**config.mk**
```make
export PLATFORM = sky130hd
export DESIGN_NAME = serial_addsub
export DESIGN_NICKNAME = d
export VERILOG_FILES = /design/src/rtl/addsub_pkg.sv /design/src/rtl/full_adder_1b.sv /design/src/rtl/serial_addsub.sv
export SDC_FILE = /design/constraint.sdc
export NUM_CORES = 1
export LEC_CHECK = 0
export CAP_MARGIN = 20
export CORE_MARGIN = 3
export CORE_UTILIZATION = 50
export CTS_CLUSTER_SIZE = 24
export DETAILED_ROUTE_END_ITERATION = 10
export GPL_TIMING_DRIVEN = 0
export PLACE_DENSITY = 0.79
export SLEW_MARGIN = 15
export SYNTH_ARGS = -nofsm -noshare
export SYNTH_HDL_FRONTEND = slang
export SYNTH_HIERARCHICAL = 1
export SYNTH_SLANG_ARGS = --single-unit
```
**constraint.sdc**
```tcl
create_clock -name clk -period 1.6 [get_ports clk]
set_input_delay 0.16 -clock clk [delete_from_list [all_inputs] [get_ports clk]]
set_output_delay 0.16 -clock clk [all_outputs]
set_load 0.02 [all_outputs]
```
**src/rtl/addsub_pkg.sv**
```systemverilog
// Shared types and width limits for the bit-serial adder/subtractor.
package addsub_pkg;

    typedef enum logic [1:0] {
        IDLE = 2'd0,
        RUN  = 2'd1,
        DONE = 2'd2
    } state_t;

    localparam int MIN_WIDTH = 2;
    localparam int MAX_WIDTH = 32;

endpackage

```
**src/rtl/full_adder_1b.sv**
```systemverilog
// Single-bit full-adder cell shared by every bit position of the serial datapath.
module full_adder_1b (
    input  logic a,
    input  logic b,
    input  logic cin,
    output logic s,
    output logic cout
);

    assign s    = a ^ b ^ cin;
    assign cout = (a & b) | (a & cin) | (b & cin);

endmodule

```
**src/rtl/serial_addsub.sv**
```systemverilog
// WIDTH-bit adder/subtractor that computes one bit per clock, LSB first,
// using one full-adder cell behind a start/busy/done handshake.
module serial_addsub
    import addsub_pkg::*;
#(
    parameter int WIDTH = 8
) (
    input  logic             clk,
    input  logic             rst,
    input  logic             start,
    input  logic             sub,
    input  logic [WIDTH-1:0] a,
    input  logic [WIDTH-1:0] b,
    output logic             busy,
    output logic             done,
    output logic [WIDTH-1:0] result,
    output logic             carry_out,
    output logic             overflow,
    output logic             zero
);

    localparam int CNT_W = $clog2(WIDTH + 1);
    localparam logic [CNT_W-1:0] LAST_BIT = CNT_W'(WIDTH - 1);

    if (WIDTH < MIN_WIDTH || WIDTH > MAX_WIDTH) begin : g_bad_width
        $error("serial_addsub: WIDTH must lie in 2..32");
    end

    state_t             state_q, state_d;
    logic [WIDTH-1:0]   a_q, a_d;
    logic [WIDTH-1:0]   b_q, b_d;
    logic               carry_q, carry_d;
    logic [CNT_W-1:0]   cnt_q, cnt_d;
    logic [WIDTH-1:0]   result_q, result_d;
    logic               carry_out_q, carry_out_d;
    logic               overflow_q, overflow_d;
    logic               valid_q, valid_d;
    logic               fa_s;
    logic               fa_cout;

    full_adder_1b u_fa (
        .a    (a_q[0]),
        .b    (b_q[0]),
        .cin  (carry_q),
        .s    (fa_s),
        .cout (fa_cout)
    );

    always_comb begin
        state_d     = state_q;
        a_d         = a_q;
        b_d         = b_q;
        carry_d     = carry_q;
        cnt_d       = cnt_q;
        result_d    = result_q;
        carry_out_d = carry_out_q;
        overflow_d  = overflow_q;
        valid_d     = valid_q;
        case (state_q)
            IDLE: begin
                if (start) begin
                    // Subtraction is a + ~b + 1: invert B and seed the carry with 1.
                    a_d         = a;
                    b_d         = b ^ {WIDTH{sub}};
                    carry_d     = sub;
                    cnt_d       = '0;
                    result_d    = '0;
                    carry_out_d = 1'b0;
                    overflow_d  = 1'b0;
                    valid_d     = 1'b0;
                    state_d     = RUN;
                end
            end
            RUN: begin
                a_d      = a_q >> 1;
                b_d      = b_q >> 1;
                carry_d  = fa_cout;
                result_d = {fa_s, result_q[WIDTH-1:1]};
                cnt_d    = cnt_q + CNT_W'(1);
                if (cnt_q == LAST_BIT) begin
                    // carry_q here is the carry into the MSB.
                    carry_out_d = fa_cout;
                    overflow_d  = carry_q ^ fa_cout;
                    valid_d     = 1'b1;
                    state_d     = DONE;
                end
            end
            DONE: begin
                state_d = IDLE;
            end
            default: begin
                state_d = IDLE;
            end
        endcase
    end

    always_ff @(posedge clk) begin
        if (rst) begin
            state_q     <= IDLE;
            a_q         <= '0;
            b_q         <= '0;
            carry_q     <= 1'b0;
            cnt_q       <= '0;
            result_q    <= '0;
            carry_out_q <= 1'b0;
            overflow_q  <= 1'b0;
            valid_q     <= 1'b0;
        end else begin
            state_q     <= state_d;
            a_q         <= a_d;
            b_q         <= b_d;
            carry_q     <= carry_d;
            cnt_q       <= cnt_d;
            result_q    <= result_d;
            carry_out_q <= carry_out_d;
            overflow_q  <= overflow_d;
            valid_q     <= valid_d;
        end
    end

    assign busy      = (state_q != IDLE);
    assign done      = (state_q == DONE);
    assign result    = result_q;
    assign carry_out = carry_out_q;
    assign overflow  = overflow_q;
    assign zero      = valid_q && (result_q == '0);

endmodule

```
==> key figures <==
Yosys
  • Async SR Flop Fraction: 0
  • Sequential fraction of the synthesis area: 0.4387
  • Number of flops mapped to enable cells by yosys: 0
  • Ys Warns: 6
  • Yosys cell types: 39
  • Synth Area per Inst: 10.14 µm²
  • Top FF cell, synth: dfxtp_1
  • Post-Syn Nets: 175
  • Most frequent cell after synthesis: dfxtp_1
  • Top cells by count, synth: dfxtp_1, nor2_1, a22o_1
  • Cell taking the most area after synthesis: dfxtp_1
  • Synthesized instance count: 153
  • Flip-flop and latch count after synthesis: 34
  • Synth Cell Area: 0.001551 mm²
  • Synth top area cells: dfxtp_1, a22o_1, nor2_1
  • Top cell type's share of synthesized area: 0.4387

Floorplanning
  • Die X: 61.71 µm
  • Area of the core: 0.002853 mm²
  • Die Y-Extent: 61.71 µm
  • Row Count: 19
  • Ports: 33
  • Die area: 0.003808 mm²
  • Initial core utilization: 0.5439

Timing
  • Final WS setup: -19.19 ps
  • Fmax: 0.6176 GHz
  • Final setup fails: 1
  • Relative max-transition margin: 0.5292
  • Measured slew at the worst slew-check pin: 706.3 ps
  • Period utilisation layout: 1.012
  • Fin crit period: 1619 ps
  • Unrepaired setup endpoints after global routing: yes
  • Hold Vio Cnt, Final: 0
  • Hold slack: 146.3 ps
  • Clock Skews: 8.826 ps
  • Fin. max-slew vios: 0

CTS
  • Worst-Skew Late Latency: 350 ps
  • CTS tree: yes
  • CTS sink cnt: 34
  • CTS Buf Count: 5
  • Worst-path clk slew: 110 ps
  • Post_cts resized: 11
  • Post-CTS Hold Buffers: 0
  • Post-CTS Setup Repair Bufs: 0
  • CTS Buffer Depth: 2
  • Root Driver: clkbuf_4
  • H-tree depth: 2

Drt
  • DRT Wirelength: 3.155 mm
  • Post-route ant nets: 0
  • Routed len/inst: 14.21 µm
  • Vias per cell: 5.653
  • Drt drc: 0
  • First-iteration detailed-routing DRC count: 43
  • Detailed Routing Iterations Pass 1: 4
  • Detailed-route via count: 1,255

Job
  • Max Cap Viol: 0

Cells and area
  • Final #Nets: 212
  • Layout Utilization: 0.7018
  • Layout cells sized above 1: 0.1832
  • # diodes: 0
  • Area Growth Syn to Fin: 29.03%
  • Finished Cell Area: 0.002002 mm²
  • Fillers: 231

Global routing
  • Largest net degree at the start of global routing: 13
  • Met3 Track Usage GR: 0.06198
  • Total gr overflow: 0
  • Met2 usage: 0.3393
  • Vias in the first global route: 1,191
  • Met1 usage: 0.2295
  • Initial antenna violation count: 0
  • GRT busiest layer: met2
  • Wire length of the first global-routing pass: 5.416 mm
  • GRT Util Overall: 0.1972

Placement
  • Placed cell areas: 0.001891 mm²
  • Hpwl dp: 2.401 mm
  • IO buf count: 30
  • Place WS: -130.0 ps
  • GP Congestion: 0.7023

Setup path
  • WP data arrival: 1460 ps
  • Startpoint Class: flop
  • CP Capture Type: output port
  • CP max FO: 4
  • Worst EP required: 1440 ps
  • WS Path Type: flop to output port

Run status
  • Outcome: finished with violations
  • Failing checks: setup timing

Power and ir drop
  • PD cells: 1016 mW/mm²
  • Worst VDD drop: 0.9319 mV
  • Leakage power: 0.8554 nW

Worst hold path
  • Hold Crit Class: primary input to flop
==> cell usage in the layout (no fill, tap or decap), types with 4 or more instances in the layout <==
master,synthesis,routed
buf_2,3,4
a21oi_1,10,10
nor2_1,25,25
a211oi_1,7,7
xnor2_1,8,8
clkdlybuf4s50_1,0,24
nand2_1,7,7
a2111oi_2,4,4
clkbuf_4,0,5
a22o_1,12,12
dfxtp_1,34,32
==> metal layers <==
metal	wire length, µm	vias up
li1	-	629
met1	1345	582
met2	1593	35
met3	158	9
met4	57	0
met5	0	-
==> through the flow <==
stage / cells / power [mW] / setup TNS, ps
3_5_place_dp: 214 / 1.260 / -481.7
3_3_place_gp: 214 / 1.245 / -245.7
6_report: 222 / 2.033 / -19.19
4_1_cts: 222 / 2.054 / -21.29
5_1_grt: 222 / 2.129 / -102.9
2_1_floorplan: 153 / 1.156 / 0
==> power by group <==
part / internal (mW) / total [mW] / switching [mW]
Combinational: 0.152 / 0.310 / 0.158
Clock: 0.489 / 0.798 / 0.309
Sequential: 0.895 / 0.926 / 0.0310
==> area by class of cell <==
class	count	area [µm²]	area share
plain buffers	10	75.07	0.03750
clock buffers	5	37.54	0.01875
clock inverters	3	68.82	0.03438
multi-input cells	109	802.0	0.4006
well taps	31	38.79	0.01938
repair buffers	30	296.5	0.1481
flip-flops and latches	34	683.2	0.3412
==> state kept, by name, indices dropped and copies added (netlist names) <==
signal	cells
b_q	8
carry_q	1
cnt_q	4
carry_out	1
valid_q	1
state_q	2
result	8
a_q	8
overflow	1
==> path summary, 6_finish.rpt <==
path	startpoint	end	slack [ps]	cells past startpoint
setup / recovery	result[3]	zero	-20	4
hold / removal	rst	state_q[1]	150	2
setup reg to reg	cnt_q[0]	overflow	120	4
hold reg to reg	valid_q	valid_q	480	1
==> cells by family after synthesis <==
kind of cell,Yosys count,synth area share
AOI/OAI and AO/OA,43,0.2427
xor gates and xnor gates,10,0.05646
adders and majority gates,2,0.02097
buffers and inverters,10,0.04838
DFF,34,0.4387
muxes,1,0.006452
and+or+nand+nor,53,0.1863
==> critical path, stage by stage (launching register included) <==
cell and delay [ps]:
dfxtp_2 360, nor4_2 280, nand3b_1 120, nor4_1 160, buf_2 200
No activity file was read; power rests on OpenSTA's default activity.
